==> config.mk <==
export PLATFORM = sky130hd
export DESIGN_NAME = den_gt_mon
export DESIGN_NICKNAME = d
export VERILOG_FILES = /design/src/rtl/den_gt_mon.sv
export SDC_FILE = /design/constraint.sdc
export NUM_CORES = 1
export LEC_CHECK = 0
export BUFFER_PORTS_ARGS = -buffer_cell sky130_fd_sc_hd__clkbuf_2
export CAP_MARGIN = 15
export CORE_MARGIN = 8
export CORE_UTILIZATION = 30
export CTS_CLUSTER_SIZE = 14
export DETAILED_ROUTE_END_ITERATION = 10
export GPL_TIMING_DRIVEN = 0
export PLACE_DENSITY = 0.54
export SYNTH_ARGS = -nofsm -noshare
export SYNTH_HDL_FRONTEND = slang
export SYNTH_SLANG_ARGS = --single-unit
==> constraint.sdc <==
create_clock -name clk -period 6 [get_ports clk]
set_input_delay 0.6 -clock clk [delete_from_list [all_inputs] [get_ports clk]]
set_output_delay 0.6 -clock clk [all_outputs]
set_load 0.03 [all_outputs]
==> src/rtl/den_gt_mon.sv <==
`default_nettype none
// ------------------------------------------------------------------------
// den_gt_mon - two-road traffic-light lamp monitor (phase, sequence, dwell)
// Rev 1.0
// ------------------------------------------------------------------------
module den_gt_mon #(
  parameter int unsigned YEL_CYC = 3,
  parameter int unsigned GRN_MIN = 5,
  parameter int unsigned GRN_MAX = 20
) (
  input  logic        clk,
  input  logic        reset,
  input  logic [5:0]  light,
  input  logic        chk_en,
  input  logic        clr_err,
  output logic        err_onehot,
  output logic        err_conflict,
  output logic        err_seq,
  output logic        err_time,
  output logic        err_any,
  output logic [2:0]  phase,
  output logic [15:0] cycle_cnt
);

  typedef enum logic [2:0] {
    SYNC = 3'd0,
    AG   = 3'd1,
    AY   = 3'd2,
    RA   = 3'd3,
    BG   = 3'd4,
    BY   = 3'd5,
    RB   = 3'd6
  } phase_e;

  localparam logic [5:0] c_PAT_AG = 6'b001100;
  localparam logic [5:0] c_PAT_AY = 6'b010100;
  localparam logic [5:0] c_PAT_RR = 6'b100100;
  localparam logic [5:0] c_PAT_BG = 6'b100001;
  localparam logic [5:0] c_PAT_BY = 6'b100010;

  localparam logic [7:0] c_YEL_CYC  = 8'(YEL_CYC);
  localparam logic [7:0] c_GRN_MIN  = 8'(GRN_MIN);
  localparam logic [7:0] c_GRN_OVER = 8'(GRN_MAX + 1);

  function automatic logic is_onehot3(input logic [2:0] v);
    return (v == 3'b001) || (v == 3'b010) || (v == 3'b100);
  endfunction

  logic [5:0]  light_q;
  phase_e      phase_q, phase_d;
  logic [7:0]  dwell_q, dwell_d;
  logic        timed_q, timed_d;
  logic [15:0] cnt_q, cnt_d;
  logic        err_onehot_q, err_onehot_d;
  logic        err_conflict_q, err_conflict_d;
  logic        err_seq_q, err_seq_d;
  logic        err_time_q, err_time_d;
  logic        err_any_q;

  logic        w_fields_ok;
  logic        w_conflict;
  logic [5:0]  w_cur_pat;
  logic [7:0]  w_dwell_inc;
  logic        w_is_green;
  logic        w_is_yellow;
  logic        ev_onehot, ev_conflict, ev_seq, ev_time;
  logic        legal;
  logic        bump_cnt;
  phase_e      target;

  assign w_fields_ok = is_onehot3(light_q[5:3]) && is_onehot3(light_q[2:0]);
  assign w_conflict  = w_fields_ok && !light_q[5] && !light_q[2];
  assign w_dwell_inc = (dwell_q == 8'hFF) ? 8'hFF : dwell_q + 8'd1;
  assign w_is_green  = (phase_q == AG) || (phase_q == BG);
  assign w_is_yellow = (phase_q == AY) || (phase_q == BY);

  always_comb begin
    w_cur_pat = 6'b000000;
    unique case (phase_q)
      AG:      w_cur_pat = c_PAT_AG;
      AY:      w_cur_pat = c_PAT_AY;
      RA, RB:  w_cur_pat = c_PAT_RR;
      BG:      w_cur_pat = c_PAT_BG;
      BY:      w_cur_pat = c_PAT_BY;
      default: w_cur_pat = 6'b000000;
    endcase
  end

  always_comb begin
    phase_d     = phase_q;
    timed_d     = timed_q;
    cnt_d       = cnt_q;
    ev_onehot   = 1'b0;
    ev_conflict = 1'b0;
    ev_seq      = 1'b0;
    ev_time     = 1'b0;
    legal       = 1'b0;
    bump_cnt    = 1'b0;
    target      = phase_q;

    if (!w_fields_ok) begin
      ev_onehot = 1'b1;
      phase_d   = SYNC;
      timed_d   = 1'b0;
    end else if (w_conflict) begin
      ev_conflict = 1'b1;
      phase_d     = SYNC;
      timed_d     = 1'b0;
    end else if (phase_q == SYNC) begin
      // The first green after sync has unknown history, so it goes untimed.
      if (light_q == c_PAT_AG) phase_d = AG;
      else if (light_q == c_PAT_BG) phase_d = BG;
      timed_d = 1'b0;
    end else if (light_q != w_cur_pat) begin
      unique case (phase_q)
        AG: if (light_q == c_PAT_AY) begin legal = 1'b1; target = AY; end
        AY: begin
          if (light_q == c_PAT_RR) begin legal = 1'b1; target = RA; end
          else if (light_q == c_PAT_BG) begin legal = 1'b1; target = BG; end
        end
        RA: if (light_q == c_PAT_BG) begin legal = 1'b1; target = BG; end
        BG: if (light_q == c_PAT_BY) begin legal = 1'b1; target = BY; end
        BY: begin
          if (light_q == c_PAT_RR) begin legal = 1'b1; target = RB; end
          else if (light_q == c_PAT_AG) begin
            legal = 1'b1; target = AG; bump_cnt = 1'b1;
          end
        end
        RB: if (light_q == c_PAT_AG) begin
          legal = 1'b1; target = AG; bump_cnt = 1'b1;
        end
        default: legal = 1'b0;
      endcase

      if (timed_q && w_is_green && (dwell_q < c_GRN_MIN)) ev_time = 1'b1;
      if (w_is_yellow && (dwell_q != c_YEL_CYC)) ev_time = 1'b1;

      if (legal) begin
        phase_d = target;
        timed_d = 1'b1;
        if (bump_cnt) cnt_d = cnt_q + 16'd1;
      end else begin
        ev_seq  = 1'b1;
        timed_d = 1'b0;
        if (light_q == c_PAT_AG) phase_d = AG;
        else if (light_q == c_PAT_BG) phase_d = BG;
        else phase_d = SYNC;
      end
    end else begin
      // Over-long green fires exactly once, when the count crosses the limit.
      if (timed_q && w_is_green && (dwell_q != 8'hFF) && (w_dwell_inc == c_GRN_OVER))
        ev_time = 1'b1;
    end

    dwell_d = (phase_d != phase_q) ? 8'd1 : w_dwell_inc;
  end

  assign err_onehot_d   = (err_onehot_q   & ~clr_err) | (chk_en & ev_onehot);
  assign err_conflict_d = (err_conflict_q & ~clr_err) | (chk_en & ev_conflict);
  assign err_seq_d      = (err_seq_q      & ~clr_err) | (chk_en & ev_seq);
  assign err_time_d     = (err_time_q     & ~clr_err) | (chk_en & ev_time);

  always_ff @(posedge clk or negedge reset) begin
    if (!reset) begin
      light_q        <= 6'b000000;
      phase_q        <= SYNC;
      dwell_q        <= 8'd0;
      timed_q        <= 1'b0;
      cnt_q          <= 16'd0;
      err_onehot_q   <= 1'b0;
      err_conflict_q <= 1'b0;
      err_seq_q      <= 1'b0;
      err_time_q     <= 1'b0;
      err_any_q      <= 1'b0;
    end else begin
      light_q        <= light;
      phase_q        <= phase_d;
      dwell_q        <= dwell_d;
      timed_q        <= timed_d;
      cnt_q          <= cnt_d;
      err_onehot_q   <= err_onehot_d;
      err_conflict_q <= err_conflict_d;
      err_seq_q      <= err_seq_d;
      err_time_q     <= err_time_d;
      err_any_q      <= err_onehot_d | err_conflict_d | err_seq_d | err_time_d;
    end
  end

  assign err_onehot   = err_onehot_q;
  assign err_conflict = err_conflict_q;
  assign err_seq      = err_seq_q;
  assign err_time     = err_time_q;
  assign err_any      = err_any_q;
  assign phase        = phase_q;
  assign cycle_cnt    = cnt_q;

endmodule
`default_nettype wire

==> key figures, run 1 <==
Outcome
  • Status: complete, no violations

Placement
  • Placed cell areas: 2630 µm²
  • Detailed placement HPWL: 3991 µm
  • Gpl congestion: 0.8297
  • Placed cells: 373
  • Pre-CTS setup slack: 3003 ps
  • Port bufs: 33

GRT
  • First-pass GRT wire length: 9735 µm
  • Vias in the first global route: 1983
  • Tot GR Track Use: 10.67%
  • GRT overflow: 0
  • Antenna violations before repair: 0
  • Largest net degree at the start of global routing: 40

Hold path
  • Worst hold-check path type: input pin to asynchronous set/reset pin

STA
  • Slew @ Worst Pin: 541.4 ps
  • Final count of hold timing violations: 0
  • Final TNS setup: 0 ps
  • Fin. max-slew vios: 0
  • RSZ-0062 raised after global routing: no
  • Slew HR: 63.63%
  • Final setup violation count: 0
  • Minimum clock period: 2983 ps
  • PnR worst setup slack: 3017 ps
  • Clock Skews: 9.794 ps
  • Tcrit/Tclk final: 49.72%
  • F_max: 335.2 MHz

Drt
  • WL/cell: 14.21 µm
  • Post-route ant nets: 0
  • Initial DRC count: 162
  • Drt first pass iters: 4
  • DRC viols: 0
  • Post-DR vias/cell: 5.005
  • Routed WL: 5430 µm
  • Via count: 1912

Final layout
  • Area Overhead vs Synth: 17.40%
  • Nets: 292
  • N_diodes: 0
  • Share of layout cells above drive strength 1: 26.07%
  • Post-Layout Cell Count: 382
  • Final Cell Area: 2744 µm²

CTS
  • Hold Buf Count CTS: 0
  • H-tree depth: 2
  • Total CTS buffers: 5
  • Root Driver: clkbuf_8
  • Clock tree buffer depth: 2
  • CTS tree: done
  • Clock transition at path regs: 80 ps
  • Clock latency on the worst-skew pair: 300 ps
  • Clk sinks: 39
  • Resize count post-CTS: 0
  • Setup Buffers After CTS: 0

Die
  • Die height: 104.3 µm
  • Std-Cell Rows: 32
  • Die Span X: 104.3 µm
  • Die footprint: 10870 µm²
  • Initial Util: 30.56%
  • Total core area: 7647 µm²
  • Io pins: 34

Pwr
  • Comb pwr share: 19.5%
  • Flop pwr share: 50.6%
  • Total Power: 0.6175 mW
  • PD cells: 225.1 nW/µm²
  • Internal power: 0.4212 mW
  • Worst vdd ir: 0.08275 mV
  • Psw: 0.1963 mW
  • Leak: 1.251 nW
  • Switch share: 31.80%
  • Clk pwr share: 29.9%

Yosys
  • Main synth FF type: dfrtp_1
  • Synth Cell Area: 2337 µm²
  • Asr flop ratio synth: 100.0%
  • Warnings, synthesis: 0
  • Register bit total from synthesis: 39
  • Sequential share of the synthesized area: 41.76%
  • Largest area contributor in the netlist: dfrtp_1
  • Total nets after synthesis: 251
  • Count leader, synth: dfrtp_1
  • Unique masters post-synth: 62
  • Synth top area share: 41.76%
  • Most frequent cells after synthesis: dfrtp_1, nor2_1, nand2_1
  • Post-Synthesis Cells: 238
  • Area contributors post-synth: dfrtp_1, xnor2_1, nor2_1, nor3_1, xor2_1
  • Syn avg cell area: 9.820 µm²
  • Post-synth EDFFs: 0

Critical path
  • Crit path to: dwell_q[0]
  • R2R Path End: dwell_q[0]
  • Critical path data required time: 6170 ps
  • Worst R2R Path Depth: 9
  • Crit Path Class: register to register
  • Flop-to-flop setup slack: 3020 ps
  • Critical Path AT: 3160 ps
  • CP startpoint kind: register
  • Worst-path maximum fanout: 10
  • Worst Setup End Kind: register
  • Reg2reg start: phase[2]
  • Crit. Startpoint: phase[2]

Flow run
  • Max cap viols: 0
-- layer usage --
layer | up-vias | part of all wire, % | track usage [%]
met5 | - | 0 | 0
met4 | 0 | 1.0 | 3.413
met3 | 6 | 4.8 | 3.284
met2 | 44 | 46 | 16.76
met1 | 918 | 48 | 13.58
li1 | 944 | - | -
-- area by class of cell --
| cell class | instances | area (µm²) |
|---|---|---|
| Sequential cell | 39 | 975.9 |
| Buffer | 11 | 90.09 |
| Clock inverter | 3 | 25.02 |
| Tap cell | 102 | 127.6 |
| Fill cell | 785 | 4903 |
| Clock buffer | 5 | 68.82 |
| Inverter | 8 | 30.03 |
| Timing Repair Buffer | 34 | 185.2 |
| Multi-Input combinational cell | 180 | 1241 |
-- logic make-up (layout without fill, tap and decap cells) --
family	after synthesis	in the layout	share of synthesized area [%]
AND/OR/NAND/NOR	110	110	26.02
AO/OA/AOI/OAI	41	41	15.26
flip-flops	39	39	41.76
XOR/XNOR	22	22	8.244
buffers and inverters	19	61	5.139
multiplexers	4	4	1.981
adder cells (fa/ha/maj)	3	3	1.606
-- placed cells by master (no fill, tap or decap), types with 3 or more instances in the layout --
cell type | synthesis | final
o21ai_0 | 7 | 7
xor2_1 | 8 | 8
clkbuf_2 | 0 | 33
nor2_1 | 26 | 26
nor3_1 | 15 | 15
dfrtp_1 | 39 | 39
buf_4 | 3 | 3
nand3_1 | 10 | 10
buf_6 | 3 | 3
nand4_1 | 8 | 8
nand2_1 | 17 | 17
and3_1 | 6 | 6
a21oi_1 | 4 | 4
buf_2 | 4 | 4
nand2b_1 | 3 | 3
clkbuf_8 | 1 | 6
inv_1 | 8 | 8
ha_1 | 3 | 3
xnor2_1 | 14 | 14
nor3b_1 | 4 | 4
-- worst min-delay path by stage --
stage | end | startpoint | slack, ps
CTS | light_q[3] | light[3] | 390
finish | light_q[2] | reset | 140
detailed placement | cycle_cnt[10] | cycle_cnt[10] | 470
global placement | cycle_cnt[15] | cycle_cnt[15] | 470
floorplan | cycle_cnt[0] | reset | 300
global route | light_q[2] | reset | 140
-- power groups by stage --
stage	registers (mW)	clock network, mW	logic, mW
after floorplan	0.315	0	0.0870
after global placement	0.317	0	0.118
after detailed placement	0.318	0	0.118
after CTS	0.312	0.197	0.120
after global routing	0.318	0.206	0.141
final	0.313	0.185	0.120
-- state kept, by name, summed over array words and instances, names as in the netlist --
register / cells
cycle_cnt: 16
dwell_q: 8
light_q: 6
phase: 3
err_any: 1
err_conflict: 1
err_onehot: 1
err_seq: 1
err_time: 1
timed_q: 1
-- critical path, stage by stage (launching register included) --
cell	delay, ps
dfrtp_1	400
buf_6	140
xor2_1	240
a21oi_1	120
a2111oi_2	400
o2bb2ai_2	210
o221a_1	290
o22ai_2	180
mux2_4	370
or4_4	510
-- per-stage QoR --
stage	hold WS, ps	utilization, %
finish	141.1	35.88
floorplan	304.4	-
global route	136.9	35.88
global placement	466.3	34.39
detailed placement	474.9	34.39
CTS	394.5	35.62
Power figures use the tool's default switching activity.
==> run 2: changes to the inputs <==
==> constraint.sdc (replaced) <==
create_clock -name clk -period 3.1 [get_ports clk]
set_input_delay 0.31 -clock clk [delete_from_list [all_inputs] [get_ports clk]]
set_output_delay 0.31 -clock clk [all_outputs]
set_load 0.03 [all_outputs]
==> key figures, run 2 (synthesis results as in run 1) <==
Outcome
  • Status: complete, no violations

Pwr
  • Leak: 1.257 nW
  • Total Power: 1.197 mW
  • Worst vdd ir: 0.1606 mV
  • PD cells: 432.7 nW/µm²

STA
  • Clock Skews: 9.704 ps
  • Final count of hold timing violations: 0
  • Slew HR: 63.60%
  • Slew @ Worst Pin: 546.0 ps
  • Minimum clock period: 2991 ps
  • F_max: 334.3 MHz
  • Tcrit/Tclk final: 96.49%
  • Final setup violation count: 0
  • Fin. max-slew vios: 0

Placement
  • Detailed placement HPWL: 3991 µm
  • Port bufs: 33
  • Gpl congestion: 0.8297

GRT
  • Busiest layer in global routing: met2
  • First-pass GRT wire length: 9735 µm
  • Vias in the first global route: 1983
  • GRT overflow: 0
  • Largest net degree at the start of global routing: 40
  • Grt met1 use: 13.58%
  • Global-route met3 utilization: 3.284%
  • Global routing met2 resource utilization: 16.76%
  • Tot GR Track Use: 10.67%
  • Antenna violations before repair: 0

CTS
  • Setup Buffers After CTS: 0
  • CTS tree: done
  • Clock transition at path regs: 80 ps
  • Root Driver: clkbuf_8
  • Clk sinks: 39
  • Clock latency on the worst-skew pair: 300 ps
  • Clock tree buffer depth: 2
  • Total CTS buffers: 5
  • H-tree depth: 2

Die
  • Initial Util: 30.56%
  • Std-Cell Rows: 32
  • Die height: 104.3 µm
  • Die Span X: 104.3 µm
  • Total core area: 7647 µm²
  • Die footprint: 10870 µm²
  • Io pins: 34

Critical path
  • Largest stage delay, worst path: 510 ps
  • Critical Path AT: 3170 ps
  • Worst-path maximum fanout: 10
  • Worst path cell trace: buf_6 > xor2_1 > a21oi_1 > a2111oi_2 > o2bb2ai_4 > o221a_1 > o22ai_2 > mux2_4 > or4_4
  • Slowest cell on crit path: or4_4
  • Worst Setup End Kind: register
  • CP startpoint kind: register
  • Flop-to-flop setup slack: 110 ps
  • Critical path data required time: 3270 ps
  • Crit Path Class: register to register

Drt
  • WL/cell: 14.34 µm
  • Via count: 1933
  • Post-DR vias/cell: 5.047
  • Drt first pass iters: 4
  • DRC viols: 0
  • Post-route ant nets: 0
  • Initial DRC count: 138
  • Routed WL: 5493 µm

Final layout
  • Share of layout cells above drive strength 1: 25.98%
  • N_diodes: 0
  • Area Overhead vs Synth: 18.36%
  • Number of flip-flops in the largest register: 16
  • FILL cells: 784
  • Most common library cell in the layout ignoring fill and taps: dfrtp_1
  • Most frequent cells in the layout: dfrtp_1, clkbuf_2, nor2_1
  • Nets: 293
  • Fin util: 36.17%

Flow run
  • Max cap viols: 0

Hold path
  • Worst hold-check path type: input pin to register
## run 2: changes by cell type in the layout (fill, tap and decap cells not counted)
cell,delta
dlygate4sd3_1,+1
o2bb2ai_4,+1
o2bb2ai_2,-1
## run 2: report_power, final
part,internal (mW),switching [mW]
clock network,0.161,0.197
registers,0.553,0.0519
logic,0.102,0.132
total,0.816,0.381
## run 2: layout make-up
class	count	area, µm²	share of cell area, %
Multi-Input combinational cell	180	1254	45.32
Tap cell	102	127.6	4.613
Inverter	8	30.03	1.085
Buffer	11	90.09	3.256
Clock buffer	5	68.82	2.488
Timing Repair Buffer	35	195.2	7.056
Clock inverter	3	25.02	0.9046
Sequential cell	39	975.9	35.28
## run 2: critical path: cells and delay by family (launching register included)
family                 cells  cell delay (ps)
multiplexers               1              370
AND/OR/NAND/NOR            1              510
buffers and inverters      1              140
flip-flops                 1              400
AO/OA/AOI/OAI              5             1210
XOR/XNOR                   1              240
## run 2: path summary, 6_finish.rpt
kind,start,to,cells after the start
max,phase[2],dwell_q[0],9
min,light[3],light_q[3],1
max reg2reg,phase[2],dwell_q[0],9
min reg2reg,cycle_cnt[10],cycle_cnt[10],1
max in group asynchronous,reset,light_q[3],3
min in group asynchronous,reset,light_q[2],2
## run 2: metal layers
metal / part of all wire, % / routed length [µm]
met5: 0 / 0
met4: 0.78 / 43
met3: 5.6 / 310
met2: 46 / 2541
met1: 47 / 2597
## run 2: what timing repair did
item,CTS,global route
gates resized for setup,0,1
setup endpoints to repair,0,1
hold endpoints to repair,0,5
hold buffers,0,1
## run 2: metrics by stage
step | std cells | hold WS (ps) | setup slack (ps) | area, µm² | setup TNS, ps
after floorplan | 238 | 14.41 | 161.1 | 2337 | 0
after global placement | 373 | 419.3 | 74.12 | 2630 | 0
after detailed placement | 373 | 419.7 | 103.3 | 2630 | 0
after CTS | 381 | 104.5 | 80.17 | 2724 | 0
after global routing | 383 | 106.0 | -0.8009 | 2766 | -0.8009
final | 383 | 120.8 | 108.7 | 2766 | 0
==> run 3: changes to the inputs <==
--- a/config.mk
+++ b/config.mk
@@ -5,6 +5,7 @@
 export SDC_FILE = /design/constraint.sdc
 export NUM_CORES = 1
 export LEC_CHECK = 0
+export ABC_AREA = 1
 export BUFFER_PORTS_ARGS = -buffer_cell sky130_fd_sc_hd__clkbuf_2
 export CAP_MARGIN = 15
 export CORE_MARGIN = 8
==> key figures, run 3 <==
Drt
  • Post-route ant nets: 0
  • Initial DRC count: 119
  • DRC viols: 0
  • Routed WL: 5520 µm
  • Via count: 2063
  • Drt first pass iters: 5
  • Post-DR vias/cell: 4.574
  • WL/cell: 12.24 µm

STA
  • Clock Skews: 6.471 ps
  • Fin. max-slew vios: 0
  • Fin Hold WS: 120.8 ps
  • Final setup violation count: 0
  • F_max: 425.0 MHz
  • Slew HR: 37.47%
  • PnR worst setup slack: 747.2 ps
  • Final TNS setup: 0 ps
  • RSZ-0062 raised after global routing: no
  • Minimum clock period: 2353 ps
  • Slew @ Worst Pin: 937.9 ps
  • Final count of hold timing violations: 0
  • Tcrit/Tclk final: 75.90%

CTS
  • H-tree depth: 2
  • Root Driver: clkbuf_8
  • Resize count post-CTS: 0
  • Clock transition at path regs: 80 ps
  • Clk sinks: 39
  • Total CTS buffers: 5
  • Clock latency on the worst-skew pair: 290 ps
  • Clock tree buffer depth: 2
  • Setup Buffers After CTS: 0
  • CTS tree: done
  • Hold Buf Count CTS: 0

Final layout
  • Number of flip-flops in the largest register: 16
  • Share of layout cells above drive strength 1: 18.62%
  • N_diodes: 0
  • Final Cell Area: 2694 µm²
  • Area Overhead vs Synth: 16.32%
  • Nets: 361
  • Most common library cell in the layout ignoring fill and taps: nand2_1
  • Most frequent cells in the layout: nand2_1, nor2_1, dfrtp_1

Die
  • Die height: 103.9 µm
  • Total core area: 7607 µm²
  • Die footprint: 10790 µm²
  • Std-Cell Rows: 32
  • Io pins: 34
  • Initial Util: 30.44%
  • Die Span X: 103.9 µm

Placement
  • Port bufs: 33
  • Gpl congestion: 0.8698
  • Pre-CTS setup slack: 756.2 ps
  • Detailed placement HPWL: 4429 µm
  • Placed cell areas: 2609 µm²

Critical path
  • Worst R2R Path Depth: 16
  • Crit. Startpoint: phase[2]
  • Slowest cell on crit path: dfrtp_1
  • Reg2reg start: phase[2]
  • Worst Setup End Kind: register
  • Largest stage delay, worst path: 380 ps
  • Crit Path Class: register to register
  • CP startpoint kind: register
  • Crit path to: dwell_q[6]
  • CP most frequent cell: nand2_1
  • Critical Path AT: 2570 ps
  • R2R Path End: dwell_q[6]
  • Worst path cell trace: buf_4 > inv_4 > nand2_1 > nor2_1 > nand2_1 > nand2_1 > nand2_1 > nor2_2 > nand2_2 > o21ai_2 > nand3_1 > nand2_1 > nand2_1 > inv_1 > nand3_4 > nor2_1
  • Critical path data required time: 3320 ps
  • Worst-path maximum fanout: 8
  • Flop-to-flop setup slack: 750 ps

Pwr
  • Clk pwr share: 27.5%
  • Psw: 0.4060 mW
  • Switch share: 33.01%
  • Worst vdd ir: 0.1699 mV
  • PD cells: 456.5 nW/µm²
  • Internal power: 0.8239 mW
  • Comb pwr share: 22.9%
  • Leak: 1.473 nW
  • Flop pwr share: 49.6%

Yosys
  • Main synth FF type: dfrtp_1
  • Post-synthesis xor/xnor area fraction: 6.429%
  • Adder-Cell Fraction of Synth Area: 1.621%
  • Synth top area share: 42.14%
  • Total nets after synthesis: 321
  • Largest area contributor in the netlist: dfrtp_1
  • Synth Cell Area: 2316 µm²
  • Unique masters post-synth: 29
  • Register bit total from synthesis: 39
  • Asr flop ratio synth: 100.0%
  • Simple logic cell fraction of the synthesized area: 36.79%
  • Most frequent cells after synthesis: nand2_1, nor2_1, dfrtp_1
  • Largest family of logic cells by synthesized area: simple AND/OR/NAND/NOR gates
  • Syn avg cell area: 7.519 µm²
  • Post-Synthesis Cells: 308
  • Area contributors post-synth: dfrtp_1, nand2_1, nand3_1, nor2_1, inv_1
  • Post-synth EDFFs: 0
  • Multiplexer area fraction after synthesis: 0%
  • Sequential share of the synthesized area: 42.14%
  • Warnings, synthesis: 0
  • Synth Area in Compound Gates: 5.402%
  • Count leader, synth: nand2_1

GRT
  • Vias in the first global route: 2049
  • Antenna violations before repair: 0
  • Tot GR Track Use: 10.65%
  • GRT overflow: 0
  • Largest net degree at the start of global routing: 40
  • First-pass GRT wire length: 9694 µm

Flow run
  • Max cap viols: 0

Hold path
  • Worst hold-check path type: input pin to register

Outcome
  • Status: complete, no violations
run 3: final cells by class:
type	instances	area (µm²)
plain buffers	2	18.77
clock buffers	6	72.57
clock inverters	2	12.51
fillers	871	4913
inverters	41	157.7
multi-input cells	226	1164
flip-flops and latches	39	975.9
well taps	102	127.6
repair buffers	33	165.2
run 3: routing by layer:
layer,track usage [%],vias to the layer above,wire (µm)
li1,-,1068,-
met1,13.87,935,2663
met2,16.45,47,2531
met3,2.416,13,192
met4,4.654,0,132
met5,0,-,0
run 3: how the worst min path moves through the flow:
stage | start | to | slack (ps) | cells after the start
2_1_floorplan | reset | cycle_cnt[0] | 10 | 0
3_3_place_gp | light[2] | light_q[2] | 420 | 1
3_5_place_dp | light[2] | light_q[2] | 420 | 1
4_1_cts | light[2] | light_q[2] | 110 | 1
5_1_grt | light[4] | light_q[4] | 110 | 1
6_report | light[2] | light_q[2] | 120 | 1
run 3: cell families (layout without fill, tap and decap cells):
group / after synthesis / after routing
compound gates: 23 / 23
xor+xnor: 17 / 17
fa+ha+maj: 3 / 3
buf+inv: 43 / 84
flops: 39 / 39
simple gates: 183 / 183
run 3: stage by stage:
step           utilization (%)  power, mW  instances
2_1_floorplan                -     0.8282        308
3_3_place_gp             34.29     0.8999        443
3_5_place_dp             34.29     0.9036        443
4_1_cts                  35.41      1.250        451
5_1_grt                  35.41      1.327        451
6_report                 35.41      1.230        451
run 3: power groups by stage:
stage,Combinational [mW],Sequential [mW],Clock (mW)
after floorplan,0.212,0.616,0
after global placement,0.281,0.619,0
after detailed placement,0.283,0.621,0
after CTS,0.284,0.610,0.356
after global routing,0.333,0.619,0.376
final,0.281,0.610,0.338
run 3: critical path: cells and delay by family (launching register included):
| kind | cells | cell delay [ps] |
|---|---|---|
| compound gates | 1 | 150 |
| buf+inv | 3 | 380 |
| flops | 1 | 380 |
| simple gates | 12 | 1350 |
